<file path="config.mk">
export PLATFORM = sky130hd
export DESIGN_NAME = acos_unit_flat
export DESIGN_NICKNAME = d
export VERILOG_FILES = /design/src/rtl/acos_unit_if.sv /design/src/rtl/acos_unit.sv /design/src/flat_wrapper.sv
export SDC_FILE = /design/constraint.sdc
export NUM_CORES = 1
export LEC_CHECK = 0
export CAP_MARGIN = 15
export CORE_AREA = 5 5 180 182
export DETAILED_ROUTE_END_ITERATION = 8
export DIE_AREA = 0 0 185 187
export GPL_TIMING_DRIVEN = 0
export PLACE_DENSITY = 0.74
export SLEW_MARGIN = 20
export SYNTH_ARGS = -nofsm -noshare
export SYNTH_HDL_FRONTEND = slang
export SYNTH_SLANG_ARGS = --single-unit
</file>
<file path="constraint.sdc">
create_clock -name clk -period 15.9 [get_ports clk]
set_clock_uncertainty 0.2 [all_clocks]
set_input_delay 2.385 -clock clk [delete_from_list [all_inputs] [get_ports clk]]
set_output_delay 2.385 -clock clk [all_outputs]
set_load 0.02 [all_outputs]
</file>
<file path="src/rtl/acos_unit_if.sv">
// Start/done handshake bundle for acos_unit: master issues requests, slave (the unit) returns results.
interface acos_unit_if;
  logic        start;
  logic [15:0] cSig;
  logic        busy;
  logic        done;
  logic [15:0] angle;
  logic        rangeErr;

  modport master (output start, cSig, input busy, done, angle, rangeErr);
  modport slave  (input start, cSig, output busy, done, angle, rangeErr);
endinterface

</file>
<file path="src/rtl/acos_unit.sv">
// Iterative acos, Q5.11 in/out: sin = sqrt(1-c^2) by restoring root, then 12-step CORDIC vectoring.
// start->done is 26 cycles, start ignored while busy; ACOS_ROUND_EN rounds the Q.13 angle instead of truncating.
module acos_unit (
  input logic       clk,
  input logic       rst,
  acos_unit_if.slave bus
);
  typedef enum logic [2:0] {S_IDLE, S_SQUARE, S_SQRT, S_CORDIC, S_DONE} state_t;

  state_t r_state, w_state_nx;
  logic [3:0]          r_cnt;
  logic signed [12:0]  r_c;
  logic                r_err_lat;
  logic [23:0]         r_rad;
  logic [13:0]         r_rem;
  logic [11:0]         r_root;
  logic signed [17:0]  r_x, r_y;
  logic signed [18:0]  r_z;
  logic                r_busy, r_done, r_err;
  logic [15:0]         r_angle;

  logic signed [15:0]  w_cin;
  logic signed [12:0]  w_c_clamped;
  logic                w_oor;
  logic signed [25:0]  w_c_wide, w_csq;
  logic [22:0]         w_r23;
  logic [15:0]         w_rem_sh, w_trial, w_rem_nx;
  logic [11:0]         w_root_nx;
  logic signed [17:0]  w_xs, w_ys;
  logic signed [18:0]  w_atan, w_zr;
  logic [15:0]         w_angle;

  function automatic logic signed [18:0] atan_q13(input logic [3:0] i);
    case (i)
      4'd0:    atan_q13 = 19'sd6434;
      4'd1:    atan_q13 = 19'sd3798;
      4'd2:    atan_q13 = 19'sd2007;
      4'd3:    atan_q13 = 19'sd1019;
      4'd4:    atan_q13 = 19'sd511;
      4'd5:    atan_q13 = 19'sd256;
      4'd6:    atan_q13 = 19'sd128;
      4'd7:    atan_q13 = 19'sd64;
      4'd8:    atan_q13 = 19'sd32;
      4'd9:    atan_q13 = 19'sd16;
      4'd10:   atan_q13 = 19'sd8;
      4'd11:   atan_q13 = 19'sd4;
      default: atan_q13 = 19'sd0;
    endcase
  endfunction

  always_comb begin
    w_cin       = bus.cSig;
    w_oor       = 1'b0;
    w_c_clamped = w_cin[12:0];
    if (w_cin > 16'sd2048) begin
      w_c_clamped = 13'sd2048;
      w_oor       = 1'b1;
    end else if (w_cin < -16'sd2048) begin
      w_c_clamped = -13'sd2048;
      w_oor       = 1'b1;
    end
  end

  assign w_c_wide = 26'(r_c);
  assign w_csq    = w_c_wide * w_c_wide;
  assign w_r23    = 23'd4194304 - 23'(w_csq);

  // One restoring root step: bring down two radicand bits, try (root<<2)|1.
  always_comb begin
    w_rem_sh  = {r_rem, r_rad[23:22]};
    w_trial   = {2'b00, r_root, 2'b01};
    w_rem_nx  = w_rem_sh;
    w_root_nx = {r_root[10:0], 1'b0};
    if (w_rem_sh >= w_trial) begin
      w_rem_nx  = w_rem_sh - w_trial;
      w_root_nx = {r_root[10:0], 1'b1};
    end
  end

  assign w_xs   = r_x >>> r_cnt;
  assign w_ys   = r_y >>> r_cnt;
  assign w_atan = atan_q13(r_cnt);

`ifdef ACOS_ROUND_EN
  assign w_zr = r_z + 19'sd2;
`else
  assign w_zr = r_z;
`endif
  assign w_angle = w_zr[18] ? 16'd0 : 16'(w_zr >>> 2);

  always_ff @(posedge clk or posedge rst) begin
    if (rst) r_state <= S_IDLE;
    else     r_state <= w_state_nx;
  end

  always_comb begin
    w_state_nx = r_state;
    case (r_state)
      S_IDLE:   if (bus.start) w_state_nx = S_SQUARE;
      S_SQUARE: w_state_nx = S_SQRT;
      S_SQRT:   if (r_cnt == 4'd11) w_state_nx = S_CORDIC;
      S_CORDIC: if (r_cnt == 4'd11) w_state_nx = S_DONE;
      S_DONE:   w_state_nx = S_IDLE;
      default:  w_state_nx = S_IDLE;
    endcase
  end

  always_ff @(posedge clk or posedge rst) begin
    if (rst) begin
      r_cnt <= '0; r_c <= '0; r_err_lat <= 1'b0; r_rad <= '0; r_rem <= '0; r_root <= '0;
      r_x <= '0; r_y <= '0; r_z <= '0;
      r_busy <= 1'b0; r_done <= 1'b0; r_err <= 1'b0; r_angle <= '0;
    end else begin
      r_done <= 1'b0;
      case (r_state)
        S_IDLE: if (bus.start) begin
          r_c       <= w_c_clamped;
          r_err_lat <= w_oor;
          r_busy    <= 1'b1;
        end
        S_SQUARE: begin
          r_rad  <= {1'b0, w_r23};
          r_rem  <= '0;
          r_root <= '0;
          r_cnt  <= '0;
        end
        S_SQRT: begin
          r_rem  <= 14'(w_rem_nx);
          r_root <= w_root_nx;
          r_rad  <= {r_rad[21:0], 2'b00};
          r_cnt  <= r_cnt + 4'd1;
          // Last root bit lands this edge, so CORDIC is seeded from the next-root value.
          if (r_cnt == 4'd11) begin
            r_cnt <= '0;
            if (!r_c[12]) begin
              r_x <= 18'(r_c);
              r_y <= $signed({6'b0, w_root_nx});
              r_z <= '0;
            end else begin
              r_x <= $signed({6'b0, w_root_nx});
              r_y <= -18'(r_c);
              r_z <= 19'sd12868;
            end
          end
        end
        S_CORDIC: begin
          if (!r_y[17]) begin
            r_x <= r_x + w_ys;
            r_y <= r_y - w_xs;
            r_z <= r_z + w_atan;
          end else begin
            r_x <= r_x - w_ys;
            r_y <= r_y + w_xs;
            r_z <= r_z - w_atan;
          end
          r_cnt <= r_cnt + 4'd1;
        end
        S_DONE: begin
          r_angle <= w_angle;
          r_err   <= r_err_lat;
          r_done  <= 1'b1;
          r_busy  <= 1'b0;
        end
        default: ;
      endcase
    end
  end

  assign bus.busy     = r_busy;
  assign bus.done     = r_done;
  assign bus.angle    = r_angle;
  assign bus.rangeErr = r_err;
endmodule

</file>
<file path="src/flat_wrapper.sv">
// flat-port wrapper written by rule: the top's interface ports become plain ports
module acos_unit_flat 
  (clk, rst, bus_start, bus_cSig, bus_busy, bus_done, bus_angle, bus_rangeErr);
  acos_unit_if bus_i ();
  input logic clk;
  input logic rst;
  input wire logic [$bits(bus_i.start)-1:0] bus_start;
  input wire logic [$bits(bus_i.cSig)-1:0] bus_cSig;
  output wire logic [$bits(bus_i.busy)-1:0] bus_busy;
  output wire logic [$bits(bus_i.done)-1:0] bus_done;
  output wire logic [$bits(bus_i.angle)-1:0] bus_angle;
  output wire logic [$bits(bus_i.rangeErr)-1:0] bus_rangeErr;
  assign bus_i.start = bus_start;
  assign bus_i.cSig = bus_cSig;
  assign bus_busy = bus_i.busy;
  assign bus_done = bus_i.done;
  assign bus_angle = bus_i.angle;
  assign bus_rangeErr = bus_i.rangeErr;
  acos_unit u_core (.clk(clk), .rst(rst), .bus(bus_i));
endmodule
</file>
# --- Word level (Yosys, flattened, before mapping) ---
# Memory sizes are Yosys's and may differ from the RTL's.
# Index checks and enable logic that the tools add are counted.
word_totals:
  regBits: 145
  romBits: 208
  input_bits: 19
  output_inout_bits: 19
  wordCells: 79
  mem_count: 1
classes:
  addsub: 10
  n_mul: 1
  magnitude_cmp: 3
  n_eq_ne: 8
  shift: 2
  mux: 31
  reduce_logical: 9
memory_table:
  columns: ["name", "words", "width", "rd", "rd_ports_with_merged_regs", "write_ports", "line", "rtl"]
  rows:
  - ["(no name shown)", 16, 13, 1, 0, 0, "acos_unit.sv:34", "case (i)"]
op_table:
  columns: ["operator", "count"]
  rows:
  - ["18-bit two-way mux", 5]
  - ["18-bit case mux with 2 select lines", 2]
  - ["24-bit case mux with 2 select lines", 1]
  - ["19-bit two-way mux", 2]
  - ["19-bit case mux with 2 select lines", 1]
  - ["18-bit adder", 2]
  - ["18-bit by 4-bit >>> shifter with 18-bit output", 2]
  - ["18-bit subtractor", 2]
  - ["14-bit two-way mux", 2]
  - ["14-bit case mux with 2 select lines", 1]
  - ["13-bit two-way mux", 2]
  - ["12-bit case mux with 2 select lines", 1]
  - ["13-bit by 13-bit multiplier with 23-bit output", 1]
  - ["23-bit subtractor (first input constant)", 1]
  - ["19-bit adder", 1]
  - ["19-bit subtractor", 1]
  - ["13-bit negator with 18-bit output", 1]
  - ["16-bit by 14-bit >= comparator with 1-bit output", 1]
  - ["16-bit by 13-bit > comparator with 1-bit output (second input constant)", 1]
  - ["16-bit by 12-bit < comparator with 1-bit output (second input constant)", 1]
  - ["16-bit two-way mux", 1]
  - ["14-bit subtractor", 1]
  - ["12-bit two-way mux", 1]
  - ["3-bit case mux with 4 select lines", 1]
  - ["other kinds (17)", 29]

# --- Logic depth before layout (Yosys ltp) ---
depth:
  word_depth: 5
  depth_mapped: 25
  depth_no_buf: 23

# --- Least setup slack after synthesis ---
# Ideal clock, no wire load.
synth_path:
  path_kind: "reg-to-reg"
  from: "reg u_core.r_c[7]"
  to: "reg u_core.r_rad[22]"
  setup_ps: 96
  t_arrival_ps: 6294
  required_time_ps: 15604
  slack_ps: 9311
  stages_incl_launch_ff: 25
  path_buffers: 1
  period_less_slack_ps: 6589
  path_cell_list: "dfrtp_1 -> clkbuf_1 -> clkinv_1 -> nor2_1 -> inv_1 -> fa_1 -> inv_1 -> fa_1 -> inv_1 -> fa_1 -> fa_1 -> fa_1 -> inv_1 -> fa_1 -> inv_1 -> ha_1 -> a21o_1 -> a21oi_1 -> o21bai_1 -> o2111ai_1 -> a31oi_1 -> nor2b_1 -> a2111oi_0 -> xnor2_1 -> o31ai_1"
synth_between:
  elab_chain_cells: 3
synth_lines:
  columns: ["element", "line", "rtl"]
  rows:
  - ["start, declared", "acos_unit.sv:12", "logic signed [12:0] r_c;"]
  - ["start signal, assigned", "acos_unit.sv:117", "r_c <= w_c_clamped;"]
  - ["13-bit by 13-bit multiplier with 23-bit output", "acos_unit.sv:65", "assign w_csq = w_c_wide * w_c_wide;"]
  - ["23-bit subtractor", "acos_unit.sv:66", "assign w_r23 = 23'd4194304 - 23'(w_csq);"]
  - ["24-bit case mux with 2 select lines", "acos_unit.sv:115", "case (r_state)"]
  - ["end signal, assigned", "acos_unit.sv:122", "r_rad <= {1'b0, w_r23};"]
  - ["end signal, assigned", "acos_unit.sv:130", "r_rad <= {r_rad[21:0], 2'b00};"]
  - ["end, declared", "acos_unit.sv:14", "logic [23:0] r_rad;"]
# No other way between the ends.
# A chain may end at the register's enable or synchronous reset.

# --- Final worst setup path ---
# Ends and elaborated chain as after synthesis.

==> summary.md <==
| Metric | Value |
|---|---|
| Die Footprint | `34600 um2` |
| Async set-reset flop share out of synthesis | `1.00` |
| Die Y | `187 um` |
| Setup TNS | `0 ps` |
| Pin count of the biggest net entering global routing | `101` |
| Initial Utilization | `0.591` |
| Max_cap viols | `0` |
| Average cell area after synthesis | `8.42 um2` |
| Max-slew violations | `0` |
| Final antenna-violating net count | `0` |
| Crit-path most repeated cell | `fa_1` |
| RSZ-0062 raised after global routing | `false` |
| Placed Instances | `2570` |
| Status | `finished, final reports clean` |
| Die width | `185 um` |
| CTS Hold Bufs | `0` |
| DRT Pass-1 Iters | `6` |
| WL/cell | `20.4 um` |
| Slew HR | `0.389` |
| Final non-filler cell total | `2602` |
| Startpoint Class | `flip-flop` |
| Initial drt markers | `1362` |
| DRT Wirelength | `53.2 mm` |
| Warnings from Yosys | `0` |
| Ranking of synthesized cells by area | `dfrtp_1 20%, fa_1 15%, ha_1 11%` |
| CTS clk-pin slew, worst paths | `70 ps` |
| GP Congestion | `0.982` |
| Core outline area | `30400 um2` |
| IO Pins | `38` |
| Sequential Area | `3600 um2` |
| Crit. End Element | `flip-flop` |
| Clk root buf | `clkbuf_16` |
| Layout net count | `2497` |
| FILL cells | `2625` |
| Row count | `64` |
| Hold crit path type | `reg2reg` |
| CTS sink count | `144` |
| Setup slack, reg-to-reg | `7920 ps` |
| Post-Syn Area | `18000 um2` |
| Worst Tran Pin Value | `913 ps` |
| Total grt overflow | `0` |
| PortBufs | `37` |
| Post-synth EDFFs | `0` |
| Finish-stage setup viols | `0` |
| Crit-path cells | `clkbuf_1 -> clkinv_1 -> nor2_1 -> inv_1 -> fa_1 -> inv_1 -> fa_1 -> inv_1 -> fa_1 -> fa_1 -> fa_1 -> inv_1 -> fa_1 -> inv_1 -> ha_1 -> a21o_1 -> a21oi_1 -> o21bai_1 -> o2111ai_1 -> a31oi_1 -> nor2b_1 -> a2111oi_0 -> xnor2_1 -> o31ai_1` |
| Top_reg_cell synth | `dfrtp_1` |
| Share of the synthesized area in the top cell type | `0.200` |
| FF+latch count, synth | `144` |
| Worst-path fanout max | `8` |
| CTS Buffer Depth | `2` |
| Post-CTS setup buffer count | `0` |
| Yosys top cell by area | `dfrtp_1` |
| Final worst path period share | `0.502` |
| First-pass GRT wire length | `86.7 mm` |
| Fmax | `125 MHz` |
| Total GRT Usage | `0.314` |
| Seq/Total Area, Yosys | `0.200` |
| Cell count after synthesis | `2136` |
| CTS tree | `done` |
| Worst skew pair latency | `450 ps` |
| Share of cells above drive strength 1 | `0.0494` |
| CP max stage cell | `a2111oi_0` |
| Htree depth | `4` |
| Distinct cells, synth | `78` |
| Fin. Hold Viols | `0` |
| Area of the multi-input gates | `12900 um2` |
| P&R area growth vs syn | `8.37%` |
| Via count | `16073` |
| Initial antenna violation count | `0` |
| HPWL after detailed placement | `41.6 mm` |
| Vias in the first global route | `16281` |
| Vias per inst | `6.18` |
| Critical Path RT | `16050 ps` |
| Crit path DAT | `8130 ps` |
| Drt drc | `0` |
| Crit Path Class | `reg2reg` |
| Post-cts sizing count | `0` |
| Post-synthesis net count | `2440` |
| Final min period | `7980 ps` |
| CTS buffer count | `17` |
| N_diodes | `0` |
| CP peak stage delay | `610 ps` |
logic make-up after synthesis:
kind of cell    Yosys count  synth area share
compound gates          487             0.168
xor+xnor                137            0.0675
fa+ha+maj               285             0.253
buf+inv                 390            0.0841
flops                   144             0.200
mux                      79            0.0656
simple gates            614             0.161
critical path: cells and delay by family, from the launching register on:
family                     cells  cell delay, ps
adders and majority gates      7            3430
buffers and inverters          7            1140
and+or+nand+nor                2             530
DFF                            1             320
AOI/OAI and AO/OA              7            1980
xor gates and xnor gates       1             260
metal layers:
layer / GRT usage / up-vias / routed length, um / share of wire
met5: 0 / - / 0 / 0
met4: 0.149 / 0 / 2730 / 0.051
met3: 0.0572 / 174 / 3920 / 0.074
met2: 0.520 / 701 / 25500 / 0.48
met1: 0.398 / 7829 / 21000 / 0.40
li1: - / 7369 / - / -
synth_stat cells, drive strengths merged, types with 30 or more instances:
cell and count:
a31oi 30, a21oi 89, inv 276, nor2 133
o211ai 44, mux2i 40, nand2 249, clkbuf 82
ha 154, nor3 36, fa 131, xor2 54
o21ai 178, mux4 30, nand3 33, xnor2 82
nand2b 44, dfrtp 144, buf 30
worst paths after layout:
check,start,endpoint,cells past startpoint
min in group asynchronous,rst,u_core.r_c[11],2
setup / recovery,u_core.r_c[7],u_core.r_rad[22],24
hold reg to reg,u_core.bus.busy,u_core.bus.busy,2
max in group asynchronous,rst,u_core.r_rad[7],3
setup reg to reg,u_core.r_c[7],u_core.r_rad[22],24
hold / removal,u_core.bus.busy,u_core.bus.busy,2
sequential cells by signal, summed over array words and instances, names as in the netlist, 3 cells and up:
signal / cells
u_core.bus.angle: 16
u_core.r_c: 13
u_core.r_cnt: 4
u_core.r_rad: 23
u_core.r_rem: 14
u_core.r_root: 12
u_core.r_state: 3
u_core.r_x: 18
u_core.r_y: 18
u_core.r_z: 19
cell usage in the layout, fill, tap and decap left out, drive strengths merged, types with 9 or more instances in the layout:
| master | count |
|---|---|
| inv | 278 |
| nand2 | 249 |
| o21ai | 178 |
| ha | 154 |
| dfrtp | 144 |
| nor2 | 133 |
| fa | 131 |
| clkbuf | 103 |
| a21oi | 89 |
| xnor2 | 82 |
| xor2 | 54 |
| nand2b | 44 |
| o211ai | 44 |
| mux2i | 40 |
| clkdlybuf4s50 | 37 |
| nor3 | 36 |
| nand3 | 33 |
| buf | 31 |
| a31oi | 30 |
| mux4 | 30 |
| nor2b | 28 |
| and2 | 24 |
| a211oi | 23 |
| o31ai | 21 |
| a21o | 19 |
| nor4 | 13 |
| and3 | 10 |
| or3 | 9 |
| mux2 | 9 |
| nand4 | 9 |
layout make-up:
cell class                      instances  share of cell area
Timing Repair Buffer                   38              0.0204
Clock inverter                         11             0.00789
Sequential cell                       144               0.185
Clock buffer                           21              0.0231
Tap cell                              396              0.0254
Inverter                              278              0.0539
Buffer                                112              0.0241
Multi-Input combinational cell       1602               0.660
through the flow:
stage	setup slack, ps	instance area [um2]	hold slack (ps)	util
after floorplan	9310	18000	243	-
after global placement	7220	18900	263	0.620
after detailed placement	7930	18900	266	0.621
after CTS	7900	19500	281	0.641
after global routing	7430	19500	299	0.641
final	7920	19500	275	0.641
Power is not shown: default switching activity piles up to over one toggle a cycle in this logic, so the estimate is an artifact.
